## config.mk

```make
export PLATFORM = sky130hd
export DESIGN_NAME = digit_entry
export DESIGN_NICKNAME = d
export VERILOG_FILES = /design/src/rtl/digit_entry.sv
export SDC_FILE = /design/constraint.sdc
export NUM_CORES = 1
export LEC_CHECK = 0
export ABC_AREA = 1
export BUFFER_PORTS_ARGS = -buffer_cell sky130_fd_sc_hd__buf_2
export CORE_UTILIZATION = 57
export DETAILED_ROUTE_END_ITERATION = 12
export GPL_TIMING_DRIVEN = 0
export PLACE_DENSITY = 0.75
export SETUP_SLACK_MARGIN = 0.3
export SYNTH_ARGS = -nofsm -noshare
export SYNTH_HDL_FRONTEND = slang
export SYNTH_SLANG_ARGS = --single-unit
```

## constraint.sdc

```tcl
create_clock -name clk -period 4.4 [get_ports clk]
set_clock_uncertainty 0.15 [all_clocks]
set_input_delay 0.66 -clock clk [delete_from_list [all_inputs] [get_ports clk]]
set_output_delay 0.66 -clock clk [all_outputs]
set_load 0.01 [all_outputs]
```

## src/rtl/digit_entry.sv

```systemverilog
// Pushbutton front-end: debounces U/D/L/R/C and edits a 4-digit decimal entry.
// Press pulse arrives DEBOUNCE_CYCLES+3 clocks after a clean raw rising edge.
module digit_entry #(
  parameter int DEBOUNCE_CYCLES = 1000000,
  parameter int CNT_W           = 20
) (
  input  logic        clk,
  input  logic        reset,
  input  logic        btnU,
  input  logic        btnD,
  input  logic        btnL,
  input  logic        btnR,
  input  logic        btnC,
  output logic [15:0] entry_value,
  output logic [1:0]  cursor,
  output logic        commit_valid,
  output logic [15:0] commit_value,
  output logic        busy
);

  // state  | meaning
  // EDIT   | button presses edit digits / move cursor
  // COMMIT | one-cycle commit_valid pulse
  // HOLD   | presses ignored until every button is released
  typedef enum logic [1:0] {
    EDIT   = 2'd0,
    COMMIT = 2'd1,
    HOLD   = 2'd2
  } state_t;

  localparam int BC = 0;
  localparam int BU = 1;
  localparam int BD = 2;
  localparam int BL = 3;
  localparam int BR = 4;
  localparam logic [CNT_W-1:0] CNT_LAST = CNT_W'(DEBOUNCE_CYCLES - 1);

  state_t            state;
  state_t            state_next;
  logic [4:0]        btn_raw;
  logic [4:0]        sync1;
  logic [4:0]        sync2;
  logic [4:0]        stable;
  logic [4:0]        stable_d;
  logic [4:0]        press;
  logic [CNT_W-1:0]  cnt [5];
  logic [3:0]        digit [4];

  assign btn_raw = {btnR, btnL, btnD, btnU, btnC};

  always_ff @(posedge clk) begin
    if (reset) begin
      sync1    <= '0;
      sync2    <= '0;
      stable   <= '0;
      stable_d <= '0;
      press    <= '0;
      for (int i = 0; i < 5; i++) cnt[i] <= '0;
    end else begin
      sync1    <= btn_raw;
      sync2    <= sync1;
      stable_d <= stable;
      press    <= stable & ~stable_d;
      for (int i = 0; i < 5; i++) begin
        if (sync2[i] == stable[i]) begin
          cnt[i] <= '0;
        end else if (cnt[i] == CNT_LAST) begin
          stable[i] <= sync2[i];
          cnt[i]    <= '0;
        end else begin
          cnt[i] <= cnt[i] + 1'b1;
        end
      end
    end
  end

  always_ff @(posedge clk) begin
    if (reset) state <= EDIT;
    else       state <= state_next;
  end

  always_comb begin
    state_next = state;
    case (state)
      EDIT:    if (press[BC]) state_next = COMMIT;
      COMMIT:  state_next = HOLD;
      HOLD:    if (stable == 5'd0) state_next = EDIT;
      default: state_next = EDIT;
    endcase
  end

  always_comb begin
    commit_valid = (state == COMMIT);
    busy         = (state != EDIT);
  end

  // Priority C > U > D > L > R; losing pulses in the same cycle are dropped.
  always_ff @(posedge clk) begin
    if (reset) begin
      for (int i = 0; i < 4; i++) digit[i] <= '0;
      cursor       <= '0;
      commit_value <= '0;
    end else if (state == EDIT) begin
      if (press[BC]) begin
        commit_value <= entry_value;
      end else if (press[BU]) begin
        digit[cursor] <= (digit[cursor] == 4'd9) ? 4'd0 : digit[cursor] + 4'd1;
      end else if (press[BD]) begin
        digit[cursor] <= (digit[cursor] == 4'd0) ? 4'd9 : digit[cursor] - 4'd1;
      end else if (press[BL]) begin
        cursor <= cursor - 2'd1;
      end else if (press[BR]) begin
        cursor <= cursor + 2'd1;
      end
    end
  end

  always_comb begin
    entry_value = 16'(digit[0]) * 16'd1000 + 16'(digit[1]) * 16'd100
                + 16'(digit[2]) * 16'd10 + 16'(digit[3]);
  end

endmodule

```

==> results of run 1 <==
==> per-stage QoR <==
| step | utilization (%) | area, um^2 | cells | worst slack (ns) |
|---|---|---|---|---|
| floorplan | - | 10700 | 1312 | -0.109 |
| global placement | 64.5 | 11200 | 1576 | -0.490 |
| detailed placement | 64.5 | 11200 | 1576 | -0.533 |
| CTS | 70.1 | 12200 | 1628 | -0.727 |
| global route | 71.0 | 12300 | 1636 | -1.02 |
| finish | 71.0 | 12300 | 1636 | -0.848 |
==> critical path, stage by stage, from the launching register on <==
cell and delay (ns):
edfxtp_1 0.46, fa_1 0.61, inv_2 0.06, fa_1 0.51
inv_2 0.05, ha_4 0.24, buf_4 0.14, buf_6 0.11
xnor2_2 0.12, ha_1 0.33, ha_4 0.29, ha_4 0.22
nand2_4 0.09, inv_2 0.04, nand2_2 0.08, nand2_4 0.07
a21oi_4 0.15, buf_6 0.12, xor2_2 0.16, buf_2 0.15
==> final timing paths <==
path | cells past startpoint | startpoint | to
worst max-delay path | 19 | digit[0][2]$_SDFFCE_PN0P_ | entry_value[9]
worst max register to register | 21 | digit[0][2]$_SDFFCE_PN0P_ | commit_value[9]$_SDFFE_PP0P_
worst min-delay path | 1 | stable_d[2]$_SDFF_PP0_ | press[2]$_SDFF_PP0_
worst min register to register | 1 | stable_d[2]$_SDFF_PP0_ | press[2]$_SDFF_PP0_
==> logic make-up after synthesis <==
kind of cell               Yosys count
xor gates and xnor gates            44
buffers and inverters              210
adders and majority gates           73
and+or+nand+nor                    617
other                                2
AOI/OAI and AO/OA                  104
DFF                                162
==> synthesized netlist by cell type (all sizes together) <==
library cell	number	share of area, %
a211oi	4	0.30
a21boi	2	0.15
a21o	1	0.074
a21oi	56	3.0
a31oi	6	0.37
and2	1	0.062
and3	1	0.062
and3b	1	0.086
buf	18	1.3
clkbuf	4	0.15
conb	2	0.074
dfxtp	46	9.1
edfxtp	116	34
fa	17	3.4
ha	56	6.9
inv	188	7.0
nand2	226	8.6
nand2b	2	0.12
nand3	68	3.7
nand3b	5	0.37
nand4	34	2.2
nor2	190	7.6
nor3	61	3.4
nor3b	14	1.0
nor4	11	0.86
o211ai	1	0.074
o21a	3	0.22
o21ai	28	1.4
o21bai	2	0.15
o311ai	1	0.086
or2	3	0.19
xnor2	18	1.6
xor2	26	2.2
==> cell type report <==
type	instances	area (um^2)	area share (%)
plain buffers	22	149	1.21
clock buffers	22	517	4.19
clock inverters	10	105	0.853
inverters	188	708	5.75
multi-input cells	940	5700	46.3
flip-flops and latches	162	4400	35.7
well taps	225	282	2.28
repair buffers	67	457	3.71
==> state kept, by name, summed over array words and instances, names as in the netlist, named ones only <==
register      count
cnt             100
digit            16
commit_value     15
press             5
stable            5
stable_d          5
sync1             5
sync2             5
cursor            2
state             2
==> metal layers <==
layer	global-route usage, %	up-vias
met5	0	-
met4	7.62	0
met3	4.08	36
met2	42.2	191
met1	31.3	3848
li1	-	4255
==> what timing repair did <==
item                                    CTS  global route
resized for setup                        41            27
pin swaps                                35            25
buffers inserted                         20             8
endpoints found under the setup margin   17            17
==> power groups by stage <==
stage / Clock, uW / Sequential [uW] / Combinational [uW]
final: 1550 / 1730 / 1060
after global placement: 0 / 1760 / 760
after CTS: 1580 / 1730 / 934
after detailed placement: 0 / 1770 / 769
after global routing: 1630 / 1740 / 1150
after floorplan: 0 / 1750 / 596
==> impl_metrics.tcl, run 1 <==
set metrics [dict create \
    fmax_mhz 191 \
    viasPerCell 5.09 \
    max-slew-margin-rel_pct 51.3 \
    clkPwrFrac_pct 35.8 \
    antenna_found_initial 0 \
    met2_length_um 10500 \
    clk_latency_ns 0.43 \
    synth_compound_area_share_pct 5.79 \
    p_comb_share_pct 24.3 \
    path_clk_slew_ns 0.07 \
    yosysWarningCount 0 \
    slew_viol_final 0 \
    wl_per_cell_um 13.0 \
    final_nets 1478 \
    ant_nets 0 \
    rows 48 \
    p_int_uw 3070 \
    synth.area.mux_share_pct 0 \
    htree_levels 4 \
    ir_drop_mv 0.349 \
    core_um2 17400 \
    diodes 0 \
    synth-simple-area-share_pct 28.1 \
    dp_hpwl_um 15200 \
    fp.dieW_um 135 \
    grt_max_degree 17 \
    crit_fanout 4 \
    gp_congestion 0.926 \
    syn_area_per_cell_um2 8.36 \
    drc 0 \
    netSwitchingFraction_pct 29.3 \
    tns_ns -5.41 \
    synth_top_family_by_area "simple AND/OR/NAND/NOR gates" \
    io_pins 43 \
    cts_tree "done" \
    top_layer "met4" \
    path_class "reg2out" \
    synthAdderAreaFrac_pct 10.3 \
    hold_buffers 0 \
    clk_path_buf_depth 2 \
    gr-total-overflow 0 \
    synth_cell_type_count 48 \
    hold_path.class "reg2reg" \
    vias 8330 \
    rsz0062_at_grt "yes" \
    seqPwrFrac_pct 39.9 \
    dr.pass1.iters 5 \
    power_per_cell_area_nw_per_um2 352 \
    synth.cell_area_um2 10100 \
    arrival_ns 4.44 \
    setup_viol 9 \
    drt_iter0_drc 564 \
    met3WireLength_um 868 \
    tightest_slew_ns 0.731 \
    layout_commonest_cell "nand2_1" \
    port_buffers 39 \
    crit_path_end_kind "output pin" \
    fin_crit_sh_pct 119 \
    violations "negative setup slack" \
    start_util_pct 58.4 \
    nFillCells 1338 \
    hold_violations 0 \
    wl_um 21300 \
    ctsRootBufferMaster "clkbuf_16" \
    dieArea_um2 18300 \
    critPathLaunchType "register" \
    maxCapViolCount 0 \
    p_sw_uw 1270 \
    grt_pass1_wl_um 35400 \
    critPathRequiredTime_ns 3.59 \
    leakage_uw 0.00548 \
    synth-xor-area-share_pct 3.80 \
    status "complete, but fails checks" \
    die_h_um 135 \
    drive_gt1_share_pct 17.2 \
    finalCriticalPeriod_ns 5.25 \
    mostFrequentLayoutCells "nand2_1, inv_1, nor2_1" \
    yosysSeqAreaShare_pct 43.5 \
    wl_met1_um 9470 \
    clkSinkCount 162 \
    synthToLayoutAreaGrowth_pct 21.6 \
    postSynthCellCount 1212 \
    reg2reg_slack_ns 0.08 \
    grt_pass1_vias 7821 \
    fin_ws_ns -0.848 \
    numCtsBuffers 17 \
    yosys_register_bits 162 \
    p_total_uw 4340 \
    track_usage_pct 24.4 \
    hold_slack_ns 0.241 \
]
Note: power is estimated with default switching activity, not from simulation.
==> run 2: changes to the inputs <==
==> constraint.sdc (replaced) <==
create_clock -name clk -period 4.4 [get_ports clk]
set_clock_uncertainty 0.15 [all_clocks]
set_input_delay 0.22 -clock clk [delete_from_list [all_inputs] [get_ports clk]]
set_output_delay 0.22 -clock clk [all_outputs]
set_load 0.01 [all_outputs]
==> run 2 against run 1 <==
The flow finishes with violations (design-rule violations, negative setup slack). Largest cell class unchanged. Register-to-register slack worse by 0.21 ns. Largest power group unchanged. Utilization up 0.39 points. Flip-flop and latch count unchanged. Critical endpoint is now entry_value[12]. Non-clock buffer count up 7. Clock power down 7%.
==> impl_metrics.tcl, run 2 (synthesis gave the netlist of run 1 again) <==
set metrics [dict create \
    finalNonFillerCells 1643 \
    synthToLayoutAreaGrowth_pct 22.3 \
    mostFrequentLayoutCells "nand2_1, inv_1, nor2_1" \
    finalCriticalPeriod_ns 4.74 \
    drc 2 \
    final_nets 1485 \
    rows 48 \
    gr-total-overflow 0 \
    start_util_pct 58.4 \
    crit_fanout 4 \
    post-place-ws_ns -0.124 \
    max-slew-margin-rel_pct 47.3 \
    seqCellArea_um2 4400 \
    largest_register_ffs 100 \
    maxCapViolCount 0 \
    fin_ws_ns -0.339 \
    htree_levels 4 \
    die_h_um 135 \
    largest-register "cnt" \
    hold_slack_ns 0.0938 \
    layout_commonest_cell "nand2_1" \
    diodes 0 \
    hold_violations 0 \
    clk_latency_ns 0.42 \
    ir_drop_mv 0.290 \
    path_class "reg2out" \
    drt_iter0_drc 507 \
    slew_viol_final 0 \
    critPathLaunchType "register" \
    antenna_found_initial 0 \
    gp_congestion 0.866 \
    reg2reg_slack_ns -0.13 \
    fmax_mhz 211 \
    ctsRootBufferMaster "clkbuf_16" \
    dp_hpwl_um 15300 \
    crit_path_end_kind "output pin" \
    port_buffers 39 \
    violations "design-rule violations, negative setup slack" \
    hold_path.class "in2reg" \
    vias 8526 \
    clk_path_buf_depth 2 \
    dieArea_um2 18300 \
    track_usage_pct 23.9 \
    clkSinkCount 162 \
    nFillCells 1357 \
    power_per_cell_area_nw_per_um2 344 \
    status "complete, but fails checks" \
    grt_pass1_vias 7630 \
    dr.pass1.iters 11 \
    tightest_slew_ns 0.790 \
    grt_pass1_wl_um 34700 \
    fp.dieW_um 135 \
    ant_nets 0 \
    dp.cells 1576 \
    wl_um 22400 \
    wl_per_cell_um 13.7 \
    drive_gt1_share_pct 17.3 \
    numCtsBuffers 17 \
    viasPerCell 5.19 \
    path_clk_slew_ns 0.06 \
    grt_max_degree 17 \
    cts_tree "done" \
    io_pins 43 \
    core_um2 17400 \
    fin_crit_sh_pct 108 \
    leakage_uw 0.00548 \
    largestRegisters "cnt: 100 flops, digit: 16 flops, commit_value: 15 flops" \
    arrival_ns 4.37 \
    critPathRequiredTime_ns 4.03 \
    setup_viol 8 \
    multi_input_area_um2 5740 \
    rsz0062_at_grt "yes" \
]
run 2: final timing paths:
| check | from | cells after the start | end |
|---|---|---|---|
| worst max-delay path | digit[0][3]$_SDFFCE_PN0P_ | 18 | entry_value[12] |
| worst min-delay path | reset | 3 | stable[0]$_SDFFE_PP0P_ |
| worst max register to register | digit[0][3]$_SDFFCE_PN0P_ | 27 | commit_value[13]$_SDFFE_PP0P_ |
| worst min register to register | stable_d[4]$_SDFF_PP0_ | 1 | press[4]$_SDFF_PP0_ |
run 2: critical path, stage by stage (launching register included):
cell and delay, ns:
edfxtp_1 0.42, fa_1 0.61, inv_2 0.07, fa_1 0.52, inv_2 0.05, ha_4 0.23
a21oi_2 0.13, nand2_2 0.07, xor2_1 0.16, ha_1 0.30, ha_4 0.29, ha_4 0.21
a21oi_2 0.15, a21boi_4 0.23, nand2_4 0.09, nand2_2 0.07, nand3_1 0.13, nand2_2 0.12
buf_6 0.10
run 2: per-stage QoR:
stage	total power [uW]	util [%]	setup TNS (ns)	area, um^2
floorplan	2280	-	0	10600
global placement	2460	64.0	-0.181	11100
detailed placement	2470	64.0	-0.406	11100
CTS	4100	69.9	-1.35	12100
global route	4440	71.4	-3.25	12400
finish	4260	71.4	-1.96	12400
run 2: cell type report:
class                   count  area share, %
plain buffers              22           1.20
clock buffers              23           4.03
clock inverters             9          0.636
inverters                 188           5.74
multi-input cells         940           46.3
flip-flops and latches    162           35.5
well taps                 225           2.27
repair buffers             74           4.25
run 2: metal layers:
metal	vias to the layer above	part of all wire, %	track usage (%)	wire length, um
met4	0	2.8	9.43	633
li1	4293	-	-	-
met2	246	49	40.1	11000
met1	3938	43	30.8	9660
met3	49	5.3	4.04	1190
met5	-	0	0	0
run 2: where the power goes:
part / internal, uW / total [uW] / leakage (uW) / switching (uW)
logic: 478 / 1090 / 0.00362 / 610
clock network: 853 / 1440 / 0.000285 / 588
registers: 1680 / 1730 / 0.00157 / 50.9
run 2: what timing repair did:
action | 4_1_cts | 5_1_grt
hold endpoints to repair | 5 | 0
endpoints found under the setup margin | 16 | 15
pin swaps | 36 | 29
hold buffers | 5 | 0
setup buffers | 20 | 10
resized for setup | 50 | 41
gates cloned | 0 | 0
==> run 3: changes to the inputs <==
--- a/config.mk
+++ b/config.mk
@@ -5,12 +5,11 @@
 export SDC_FILE = /design/constraint.sdc
 export NUM_CORES = 1
 export LEC_CHECK = 0
-export ABC_AREA = 1
 export BUFFER_PORTS_ARGS = -buffer_cell sky130_fd_sc_hd__buf_2
-export CORE_UTILIZATION = 57
+export CORE_UTILIZATION = 56
 export DETAILED_ROUTE_END_ITERATION = 12
 export GPL_TIMING_DRIVEN = 0
-export PLACE_DENSITY = 0.75
+export PLACE_DENSITY = 0.74
 export SETUP_SLACK_MARGIN = 0.3
 export SYNTH_ARGS = -nofsm -noshare
 export SYNTH_HDL_FRONTEND = slang
==> run 3 against run 2 <==
The run ends with negative setup slack left. Critical path depth up 3. Largest power group unchanged. Worst hold slack worse by 0.045 ns. Highest routed layer unchanged. Utilization up 0.93 points.
==> impl_metrics.tcl, run 3 <==
set metrics [dict create \
    core_um2 16100 \
    maxCapViolCount 0 \
    tightest_slew_ns 1.10 \
    hold_path.class "in2reg" \
    power_per_cell_area_nw_per_um2 380 \
    yosysSeqAreaShare_pct 47.1 \
    largestRegisters "cnt: 100 flops, digit: 16 flops, commit_value: 15 flops" \
    vias 7085 \
    syn_area_per_cell_um2 10.2 \
    clk_path_buf_depth 2 \
    ctsRootBufferMaster "clkbuf_16" \
    gp_congestion 0.853 \
    leakage_uw 0.00470 \
    crit_fanout 5 \
    postSynthCellCount 916 \
    synth_edf_count 116 \
    clkSinkCount 162 \
    htree_levels 4 \
    yosysWarningCount 0 \
    diodes 0 \
    start_util_pct 58.0 \
    violations "negative setup slack" \
    crit_path_end_kind "output pin" \
    grt_max_degree 17 \
    path_clk_slew_ns 0.06 \
    numCtsBuffers 17 \
    hold_violations 0 \
    dieArea_um2 17200 \
    cts_tree "done" \
    final_nets 1205 \
    synth.most_common_cell "nor2_1" \
    drive_gt1_share_pct 17.9 \
    fin_crit_sh_pct 116 \
    slew_viol_final 0 \
    mostFrequentLayoutCells "nor2_1, edfxtp_1, conb_1" \
    dr.pass1.iters 4 \
    wl_um 20500 \
    drc 0 \
    fin_area_um2 11700 \
    synth_top_area_share_pct 37.3 \
    rsz0062_at_grt "yes" \
    setup_viol 14 \
    antenna_found_initial 0 \
    ir_drop_mv 0.337 \
    viasPerCell 5.23 \
    status "complete, but fails checks" \
    path_class "reg2out" \
    arrival_ns 4.75 \
    fp.dieW_um 131 \
    largest_register_ffs 100 \
    largest-register "cnt" \
    rows 46 \
    finalCriticalPeriod_ns 5.12 \
    synthTopCellsByArea "edfxtp_1, dfxtp_1, ha_1" \
    synth_cell_type_count 59 \
    placed_area_um2 10300 \
    critPathRequiredTime_ns 4.03 \
    layout_commonest_cell "nor2_1" \
    track_usage_pct 23.3 \
    async_flop_share_pct 0 \
    die_h_um 131 \
    synthToLayoutAreaGrowth_pct 24.7 \
    synthFlopType "edfxtp_1" \
    clk_latency_ns 0.43 \
    critPathLaunchType "register" \
    grt_pass1_vias 6882 \
    gr-total-overflow 0 \
    fmax_mhz 195 \
    p_total_uw 4430 \
    drt_iter0_drc 381 \
    dp_hpwl_um 13000 \
    yosysTopAreaCell "edfxtp_1" \
    grt_pass1_wl_um 32100 \
    yosys_register_bits 162 \
    io_pins 43 \
    port_buffers 40 \
    wl_per_cell_um 15.2 \
    fin_ws_ns -0.720 \
    max-slew-margin-rel_pct 26.9 \
    synth_common_cells "nor2_1, edfxtp_1, nand2_1" \
    ant_nets 0 \
    synth.cell_area_um2 9350 \
]
==> run 3: cell types whose count changed in the layout (fill, tap and decap cells not counted), moves of 24 or more <==
| cell | previous run | this run |
|---|---|---|
| a21oi_1 | 44 | 20 |
| nor3_1 | 54 | 6 |
| nand2_1 | 199 | 66 |
| inv_1 | 175 | 45 |
| xnor2_1 | 15 | 49 |
| nor2b_1 | 0 | 26 |
| xor2_1 | 23 | 57 |
==> run 3: worst max-delay path: stages (launching register included) <==
cell and delay (ns):
edfxtp_1 0.49, fa_1 0.62, inv_2 0.07, fa_1 0.50
inv_2 0.05, ha_4 0.21, nor2b_4 0.12, o21ai_1 0.12
nand2b_1 0.10, buf_4 0.14, buf_4 0.12, buf_4 0.12
a21o_1 0.18, a21oi_2 0.22, xnor2_2 0.11, ha_4 0.31
inv_1 0.09, nor2_1 0.13, nand3_1 0.21, nand2_2 0.14
xnor2_2 0.11, buf_2 0.15
==> run 3: final timing paths <==
kind,endpoint,cells after the start,startpoint,slack (ns)
max,entry_value[13],21,digit[0][1]$_SDFFCE_PN0P_,-0.72
min,state[0]$_SDFFE_PP0P_,2,reset,0.05
max reg2reg,commit_value[13]$_SDFFE_PP0P_,21,digit[0][1]$_SDFFCE_PN0P_,-0.45
min reg2reg,press[1]$_SDFF_PP0_,1,stable_d[1]$_SDFF_PP0_,0.23
==> run 3: logic make-up (layout without fill, tap and decap cells) <==
logic type	Yosys count	count (layout)	synth area share (%)
and+or+nand+nor	410	410	21.4
DFF	162	162	47.1
xor gates and xnor gates	113	113	10.6
buffers and inverters	76	198	3.44
adders and majority gates	73	73	11.1
AOI/OAI and AO/OA	70	70	4.66
muxes	10	10	1.62
other	2	102	0.0803
==> run 3: layout make-up <==
cell class	instances	area, um^2
multi-input combinational	778	5410
tap	216	270
timing repair buffer	90	626
clock inverter	10	120
sequential	162	4400
fill	1177	4460
inverter	50	188
buffer	26	144
clock buffer	22	497
==> run 3: power breakdown <==
group	switching (uW)	total, uW	leakage, uW	internal [uW]
registers	50.1	1730	0.00157	1680
logic	608	1160	0.00283	555
clock network	610	1530	0.000297	923
total	1270	4430	0.00470	3160
==> run 3: timing repair <==
action                                 in CTS  in global routing
buffers inserted                           30                 15
hold buffers                                5                  0
setup endpoints to repair                  16                 18
pin swaps                                  23                 17
gates resized for setup                    45                 31
endpoints found under the hold margin       5                  0
==> run 3: stage by stage <==
step	TNS (ns)	hold WS (ns)	utilization [%]	setup WS [ns]	instances
final	-5.92	0.0492	72.3	-0.720	1354
after global routing	-7.82	0.0500	72.3	-0.899	1354
after CTS	-3.94	0.0190	70.6	-0.631	1339
after detailed placement	-2.54	0.225	63.7	-0.517	1272
after global placement	-2.22	0.221	63.7	-0.480	1272
after floorplan	-0.257	0.198	-	-0.115	1016
==> run 3: per-layer routing <==
layer	part of all wire, %	vias to the layer above	track usage, %
met1	43	3370	29.4
met4	3.0	0	9.48
met3	4.0	53	4.40
met5	0	-	0
met2	50	181	39.2
li1	-	3481	-
